===== src/rtl/irq_pkg.sv =====
// Shared definitions for the priority interrupt controller: register offsets,
// source-count ceiling and the VECTOR register layout.
package irq_pkg;

    localparam int MAX_IRQ = 32;
    localparam int IDX_W   = 5;

    localparam logic [3:0] ADDR_VECTOR  = 4'h0;
    localparam logic [3:0] ADDR_CMD     = 4'h1;
    localparam logic [3:0] ADDR_ENABLE  = 4'h4;
    localparam logic [3:0] ADDR_MODE    = 4'h8;
    localparam logic [3:0] ADDR_PENDING = 4'hC;

    typedef struct packed {
        logic             valid_n;
        logic [1:0]       rsvd;
        logic [IDX_W-1:0] idx;
    } irq_vec_t;

endpackage


===== src/rtl/priority_irq_controller_if.sv =====
// CPU register bus seen by the interrupt controller.
interface priority_irq_controller_if;

    logic       cs;
    logic       rwb;
    logic [3:0] addr;
    logic [7:0] i_data;
    logic [7:0] o_data;

    modport master (output cs, rwb, addr, i_data, input o_data);
    modport slave  (input cs, rwb, addr, i_data, output o_data);

endinterface


===== src/rtl/irq_prio_enc.sv =====
// Lowest-index-first priority encoder; idx is 0 when nothing is requested.
module irq_prio_enc
    import irq_pkg::*;
#(
    parameter int NUM_IRQ = 16
) (
    input  logic [NUM_IRQ-1:0] req_i,
    output logic               valid_o,
    output logic [IDX_W-1:0]   idx_o
);

    always_comb begin
        valid_o = |req_i;
        idx_o   = '0;
        // Walk downward so the lowest set index is the last one written.
        for (int i = NUM_IRQ - 1; i >= 0; i--) begin
            if (req_i[i]) idx_o = IDX_W'(i);
        end
    end

endmodule


===== src/rtl/priority_irq_controller.sv =====
// Priority interrupt controller: synchronised active-low sources, per-source
// edge/level mode, enable mask, W1C pending and a registered combined irqb.
module priority_irq_controller
    import irq_pkg::*;
#(
    parameter int NUM_IRQ     = 16,
    parameter int SYNC_STAGES = 2
) (
    input  logic                       clk,
    input  logic                       reset_n,
    priority_irq_controller_if.slave   bus,
    input  logic [NUM_IRQ-1:0]         irqb_in,
    output logic                       irqb_master
);

    logic [SYNC_STAGES-1:0][NUM_IRQ-1:0] sync_q;
    logic [NUM_IRQ-1:0] hist_q, prev_q;
    logic [NUM_IRQ-1:0] enable_q, enable_d;
    logic [NUM_IRQ-1:0] mode_q, mode_d;
    logic [NUM_IRQ-1:0] pend_q, pend_d;
    logic [NUM_IRQ-1:0] clr, fall, active;
    logic               irqb_q, irqb_d;
    logic               wr, wr_en, wr_mode, wr_pend, wr_cmd;
    logic               enc_valid;
    logic [IDX_W-1:0]   enc_idx;
    irq_vec_t           vec;
    logic [MAX_IRQ-1:0] en_x, mode_x, pend_x;
    logic [7:0]         rdata;

    assign wr      = bus.cs & ~bus.rwb;
    assign wr_en   = wr && (bus.addr[3:2] == ADDR_ENABLE[3:2]);
    assign wr_mode = wr && (bus.addr[3:2] == ADDR_MODE[3:2]);
    assign wr_pend = wr && (bus.addr[3:2] == ADDR_PENDING[3:2]);
    assign wr_cmd  = wr && (bus.addr == ADDR_CMD);

    // hist_q is the registered synchronised input; prev_q is one cycle older.
    assign fall   = prev_q & ~hist_q;
    assign active = pend_q & enable_q;
    assign irqb_d = ~|active;

    always_comb begin
        enable_d = enable_q;
        mode_d   = mode_q;
        pend_d   = pend_q;
        clr      = '0;
        for (int i = 0; i < NUM_IRQ; i++) begin
            if (bus.addr[1:0] == 2'(i / 8)) begin
                if (wr_en)   enable_d[i] = bus.i_data[i % 8];
                if (wr_mode) mode_d[i]   = bus.i_data[i % 8];
                if (wr_pend) clr[i]      = bus.i_data[i % 8];
            end
            if (wr_cmd && (bus.i_data[7] || (bus.i_data[4:0] == 5'(i)))) clr[i] = 1'b1;
            // A mode change discards whatever the old mode had latched.
            if (mode_d[i] != mode_q[i])
                pend_d[i] = 1'b0;
            else if (mode_q[i])
                pend_d[i] = fall[i] | (pend_q[i] & ~clr[i]);
            else
                pend_d[i] = ~hist_q[i];
        end
    end

    always_ff @(posedge clk or negedge reset_n) begin
        if (!reset_n) begin
            sync_q   <= '1;
            hist_q   <= '1;
            prev_q   <= '1;
            enable_q <= '0;
            mode_q   <= '0;
            pend_q   <= '0;
            irqb_q   <= 1'b1;
        end else begin
            sync_q   <= {sync_q[SYNC_STAGES-2:0], irqb_in};
            hist_q   <= sync_q[SYNC_STAGES-1];
            prev_q   <= hist_q;
            enable_q <= enable_d;
            mode_q   <= mode_d;
            pend_q   <= pend_d;
            irqb_q   <= irqb_d;
        end
    end

    irq_prio_enc #(.NUM_IRQ(NUM_IRQ)) u_enc (
        .req_i   (active),
        .valid_o (enc_valid),
        .idx_o   (enc_idx)
    );

    assign vec    = '{valid_n: ~enc_valid, rsvd: 2'b00, idx: enc_idx};
    assign en_x   = MAX_IRQ'(enable_q);
    assign mode_x = MAX_IRQ'(mode_q);
    assign pend_x = MAX_IRQ'(pend_q);

    always_comb begin
        rdata = 8'h00;
        if (bus.cs) begin
            case (bus.addr[3:2])
                2'b00:   if (bus.addr == ADDR_VECTOR) rdata = vec;
                2'b01:   rdata = en_x[{bus.addr[1:0], 3'b000} +: 8];
                2'b10:   rdata = mode_x[{bus.addr[1:0], 3'b000} +: 8];
                default: rdata = pend_x[{bus.addr[1:0], 3'b000} +: 8];
            endcase
        end
    end

    assign bus.o_data  = rdata;
    assign irqb_master = irqb_q;

endmodule


===== src/flat_wrapper.sv =====
// flat-port wrapper written by rule: the top's interface ports become plain ports
module priority_irq_controller_flat import irq_pkg::*;
#(
    parameter int NUM_IRQ     = 16,
    parameter int SYNC_STAGES = 2
)
  (clk, reset_n, irqb_in, irqb_master, bus_cs, bus_rwb, bus_addr, bus_i_data, bus_o_data);
  priority_irq_controller_if bus_i ();
  input  logic clk;
  input  logic reset_n;
  input  logic [NUM_IRQ-1:0] irqb_in;
  output logic irqb_master;
  input wire logic [$bits(bus_i.cs)-1:0] bus_cs;
  input wire logic [$bits(bus_i.rwb)-1:0] bus_rwb;
  input wire logic [$bits(bus_i.addr)-1:0] bus_addr;
  input wire logic [$bits(bus_i.i_data)-1:0] bus_i_data;
  output wire logic [$bits(bus_i.o_data)-1:0] bus_o_data;
  assign bus_i.cs = bus_cs;
  assign bus_i.rwb = bus_rwb;
  assign bus_i.addr = bus_addr;
  assign bus_i.i_data = bus_i_data;
  assign bus_o_data = bus_i.o_data;
  priority_irq_controller #(.NUM_IRQ(NUM_IRQ), .SYNC_STAGES(SYNC_STAGES)) u_core (.clk(clk), .reset_n(reset_n), .bus(bus_i), .irqb_in(irqb_in), .irqb_master(irqb_master));
endmodule

===== config.mk =====
export PLATFORM = sky130hd
export DESIGN_NAME = priority_irq_controller_flat
export DESIGN_NICKNAME = d
export VERILOG_FILES = /design/src/rtl/irq_pkg.sv /design/src/rtl/priority_irq_controller_if.sv /design/src/rtl/irq_prio_enc.sv /design/src/rtl/priority_irq_controller.sv /design/src/flat_wrapper.sv
export SDC_FILE = /design/constraint.sdc
export NUM_CORES = 1
export LEC_CHECK = 0
export BUFFER_PORTS_ARGS = -buffer_cell sky130_fd_sc_hd__buf_4
export CAP_MARGIN = 20
export CORE_MARGIN = 2
export CORE_UTILIZATION = 55
export DETAILED_ROUTE_END_ITERATION = 7
export PLACE_DENSITY = 0.79
export SYNTH_ARGS = -nofsm -noshare
export SYNTH_HDL_FRONTEND = slang
export SYNTH_SLANG_ARGS = --single-unit

===== constraint.sdc =====
create_clock -name clk -period 3.64 [get_ports clk]
set_input_delay 0.182 -clock clk [delete_from_list [all_inputs] [get_ports clk]]
set_output_delay 0.182 -clock clk [all_outputs]
set_load 0.02 [all_outputs]

==> Flow_metrics.wiki <==
{| class="wikitable"
! Metric !! Value
|-
| Run status || complete, no violations
|-
| P per Cell Area || 605.0 nW/µm²
|-
| Total global routing track utilization || a little over a quarter
|-
| Simple-Gate Fraction of Synth Area || around a tenth
|-
| Max stage delay cell, worst path || sky130_fd_sc_hd__dfrtp_1
|-
| Core outline area || a little under 9000 µm²
|-
| Power dissipated by switching net loads || about 1100 µW
|-
| CP Capture Type || primary output
|-
| Number of top-level pins || 41
|-
| Commonest register cell after synthesis || sky130_fd_sc_hd__dfstp_2
|-
| Net count after synthesis || between 400 and 500
|-
| Post-Syn Area || around 5000 µm²
|-
| Instance count of the mapped netlist || between 400 and 500
|-
| Final-layout fill cell count || 630
|-
| WL per Instance || between 20 and 25 µm
|-
| Arr. time, crit path || 2050 ps
|-
| FMAX || between 0.4 and 0.5 GHz
|-
| Total negative slack || 0 ps
|-
| Class of the tightest hold or removal check || primary input to flop
|-
| Total Routed Length || 12,480 µm
|-
| Share of the synthesized area in compound gates (AO/OA/AOI/OAI) || between 10% and 20%
|-
| Worst-case clock skew || 6.901 ps
|-
| Pleak || ~0.0027 µW
|-
| Post-place instance area || 5304 µm²
|-
| Startpoint kind of the worst setup timing path || flop
|-
| Floorplan die area || between 9000 and 10,000 µm²
|-
| Yosys cell types || 52
|-
| Worst slew margin relative to its limit || around 48%
|-
| Setup violations, final || 0
|-
| Hold Worst Slack || ~29 ps
|-
| Overall overflow remaining after global route || 0
|-
| Clock tree root driver cell || sky130_fd_sc_hd__clkbuf_8
|-
| Initial DRT Pass Iterations || 7
|-
| Via count || 3,787
|-
| Post-layout min period || ~2200 ps
|-
| Sequential element share of the synthesized area || 58.05%
|-
| Transition at the pin with the smallest max-transition slack || just under 800 ps
|-
| Count of final max-slew check failures || 0
|-
| Via count of the first global-routing pass || approximately 3,700
|-
| Critical path start-end classification || flop to primary output
|-
| Final Cell Area || 6122 µm²
|-
| Share of the core filled with cells in the final layout || between 60% and 70%
|-
| Hold violation count in the final report || 0
|-
| TritonCTS clock tree || yes
|-
| Switching fraction of total power || between 20 and 30%
|-
| Height of the die || around 99 µm
|-
| XOR/XNOR share of the synthesized area || under 10%
|-
| Fraction of the mapped netlist area in adder cells || less than 1%
|-
| Initial cell density of the core || a little under three fifths
|-
| Layout-stage area growth over the synthesis result || 22.17%
|-
| Insertion delay of the later-clocked pin in the worst-skew pair || around 520 ps
|-
| Number of flip-flops and latches in the synthesized netlist || about 110
|-
| Iter 0 DRT Violations || 230
|-
| Mean area per synthesized cell || 11.47 µm²
|-
| Count of antenna diodes in the layout || 0
|-
| Average via count per standard cell || between 6 and 7
|-
| Portion of total power attributed to sequential cells || 42.6%
|-
| Share of layout cells above drive strength 1 || roughly a third
|-
| HPWL reported at the end of detailed placement || about 8000 µm
|-
| Number of DRC violations after detailed routing || 0
|-
| Clk pwr share || between 40% and 50%
|-
| TritonCTS sink count || about 110
|-
| Period utilization || approximately three fifths
|-
| Wire length of the first global-routing pass || about 20,000 µm
|-
| CTS-repair resized insts || 0
|-
| Req. time, crit path || roughly 3500 ps
|-
| Worst-case clock buffer depth || 2
|-
| Crit-path max FO || 4
|-
| Multiplexer share of the synthesized area || 7.291%
|-
| CP max stage delay || 450 ps
|-
| Cell internal pwr || between 2000 and 3000 µW
|-
| Number of synthesized flops with an enable pin || 0
|-
| Routability-driven placement congestion ratio || between 0.9 and 1
|-
| Number of buffers added by the clock tree synthesis step || 17
|-
| Peak supply drop || around 360 µV
|-
| Combinational group share of total power || between 10% and 20%
|-
| Nets || around 530
|-
| CTS H-Tree Depth || 4
|-
| Port Buffers || 40
|-
| Detail Route Antenna Nets || 0
|-
| Standard-cell rows || 34
|-
| Pwr Total || approximately 3700 µW
|-
| Largest net degree at the start of global routing || between 40 and 50
|-
| Number of antenna violations at the first check in global routing || 0
|-
| Setup repair after global routing missed its margin || no
|-
| Fraction of registers with async set or reset after synthesis || 100.0%
|-
| Chip Width || between 90 and 100 µm
|-
| Cell breakdown of the critical path || a22oi_1 -> and2_1 -> a21oi_1 -> o32ai_1 -> buf_4
|-
| Dominant combinational cell family by area after synthesis || compound AO/OA/AOI/OAI gates
|-
| Max Cap Viol || 0
|-
| Clock-pin transition on the worst setup and hold timing paths || approximately 60 ps
|-
| Number of synthesis warnings || 0
|}
## sequential cells by signal, indices dropped and copies added (netlist names)
register	flops
u_core.mode_q	16
u_core.prev_q	16
u_core.irqb_master	1
u_core.pend_q	16
u_core.enable_q	16
u_core.sync_q	32
u_core.hist_q	16
## power by group through the flow
stage                     Combinational, µW  Sequential [µW]  Clock (µW)
after floorplan                         314             1540           0
after global placement                  433             1590           0
after detailed placement                446             1590           0
after CTS                               471             1570        1670
after global routing                    521             1590        1730
final                                   474             1580        1650
## area by class of cell
cell class	instances	area (µm²)	area share, %
Sequential cell	113	2909	47.52
Multi-Input combinational cell	280	1888	30.84
Timing Repair Buffer	65	545.5	8.911
Clock buffer	18	417.9	6.826
Clock inverter	14	170.2	2.779
Tap cell	108	135.1	2.207
Inverter	15	56.30	0.9197
## Yosys cell counts (2+ instances only)
cell type | n | area (µm²)
sky130_fd_sc_hd__nor2b_1 | 4 | 25.02
sky130_fd_sc_hd__ha_1 | 4 | 50.05
sky130_fd_sc_hd__nor2_1 | 17 | 63.81
sky130_fd_sc_hd__dfrtp_1 | 48 | 1201
sky130_fd_sc_hd__nand4_1 | 2 | 12.51
sky130_fd_sc_hd__a221oi_1 | 8 | 70.07
sky130_fd_sc_hd__a31oi_1 | 5 | 31.28
sky130_fd_sc_hd__o2bb2ai_1 | 2 | 17.52
sky130_fd_sc_hd__a21oi_1 | 41 | 205.2
sky130_fd_sc_hd__a22oi_1 | 24 | 180.2
sky130_fd_sc_hd__a32o_1 | 2 | 20.02
sky130_fd_sc_hd__xor2_1 | 10 | 87.58
sky130_fd_sc_hd__nand2_1 | 56 | 210.2
sky130_fd_sc_hd__a21oi_2 | 2 | 17.52
sky130_fd_sc_hd__o21a_1 | 2 | 15.01
sky130_fd_sc_hd__nand2b_1 | 3 | 18.77
sky130_fd_sc_hd__nand3_1 | 7 | 35.03
sky130_fd_sc_hd__o221ai_1 | 2 | 17.52
sky130_fd_sc_hd__buf_2 | 17 | 85.08
sky130_fd_sc_hd__mux2_4 | 4 | 60.06
sky130_fd_sc_hd__nand4b_1 | 2 | 17.52
sky130_fd_sc_hd__mux2i_1 | 8 | 80.08
sky130_fd_sc_hd__and3_1 | 5 | 31.28
sky130_fd_sc_hd__o22ai_1 | 4 | 25.02
sky130_fd_sc_hd__nor3_1 | 2 | 10.01
sky130_fd_sc_hd__dfstp_2 | 65 | 1708
sky130_fd_sc_hd__clkbuf_1 | 8 | 30.03
sky130_fd_sc_hd__o2111ai_1 | 11 | 96.34
sky130_fd_sc_hd__mux2_2 | 20 | 225.2
sky130_fd_sc_hd__and2_1 | 3 | 18.77
sky130_fd_sc_hd__o32ai_1 | 2 | 17.52
sky130_fd_sc_hd__inv_1 | 15 | 56.30
sky130_fd_sc_hd__a21o_1 | 10 | 75.07
sky130_fd_sc_hd__o21ai_0 | 4 | 20.02
## per-layer routing
metal / up-vias / GRT usage, % / wire [µm]
met1: 1893 / 35.04 / 5285
met3: 25 / 5.762 / 799
met2: 172 / 41.16 / 6093
li1: 1697 / - / -
met4: 0 / 12.01 / 306
met5: - / 0 / 0
## critical path: cells and delay by family, from the launching register on
kind	cells	cell delay, ps
AOI/OAI and AO/OA	3	680
buffers and inverters	1	210
DFF	1	450
and+or+nand+nor	1	200
## timing repair
action	4_1_cts	5_1_grt
buffers inserted	0	0
endpoints found under the setup margin	0	0
hold endpoints to repair	43	0
hold buffers	23	0
## path summary, 6_finish.rpt
check                           slack, ps                         from                      endpoint  cells past startpoint
worst max-delay path                 1410   u_core.pend_q[8]$_DFF_PN0_                 bus_o_data[2]                      5
worst min register to register        350   u_core.sync_q[0]$_DFF_PN1_   u_core.sync_q[16]$_DFF_PN1_                      0
max in group asynchronous            2540                      reset_n   u_core.prev_q[12]$_DFF_PN1_                      3
min in group asynchronous             200                      reset_n    u_core.mode_q[0]$_DFF_PN0_                      2
worst max register to register       2130  u_core.pend_q[15]$_DFF_PN0_  u_core.irqb_master$_DFF_PN1_                      5
worst min-delay path                   30                bus_i_data[1]    u_core.mode_q[9]$_DFF_PN0_                      3
## cell families after synthesis
kind of cell               Yosys count
buffers and inverters               44
adders and majority gates            4
xor gates and xnor gates            10
DFF                                113
and+or+nand+nor                    108
muxes                               32
AOI/OAI and AO/OA                  126
## through the flow
stage | cells | setup WS [ps]
6_report | 613 | 1411
4_1_cts | 613 | 1413
3_3_place_gp | 558 | 1399
5_1_grt | 613 | 1331
2_1_floorplan | 437 | 2023
3_5_place_dp | 558 | 1292
## layout by cell type (no fill, tap or decap), types with 3 or more instances in the layout
cell type                       instances
sky130_fd_sc_hd__o21ai_0                4
sky130_fd_sc_hd__dfrtp_1               48
sky130_fd_sc_hd__mux2_2                20
sky130_fd_sc_hd__a21o_1                10
sky130_fd_sc_hd__inv_6                  5
sky130_fd_sc_hd__o2111ai_1             11
sky130_fd_sc_hd__a221oi_1               8
sky130_fd_sc_hd__nor2b_1                4
sky130_fd_sc_hd__and2_1                 3
sky130_fd_sc_hd__nand2b_1               3
sky130_fd_sc_hd__dfstp_2               65
sky130_fd_sc_hd__a31oi_1                5
sky130_fd_sc_hd__o22ai_1                4
sky130_fd_sc_hd__a22oi_1               24
sky130_fd_sc_hd__inv_1                 15
sky130_fd_sc_hd__xor2_1                10
sky130_fd_sc_hd__a21oi_1               41
sky130_fd_sc_hd__and3_1                 5
sky130_fd_sc_hd__buf_4                 42
sky130_fd_sc_hd__inv_8                  3
sky130_fd_sc_hd__nor2_1                17
sky130_fd_sc_hd__mux2i_1                8
sky130_fd_sc_hd__nand2_1               56
sky130_fd_sc_hd__dlygate4sd3_1         23
sky130_fd_sc_hd__nand3_1                7
sky130_fd_sc_hd__clkbuf_16             16
sky130_fd_sc_hd__mux2_4                 4
sky130_fd_sc_hd__ha_1                   4
Power figures use the tool's default switching activity.
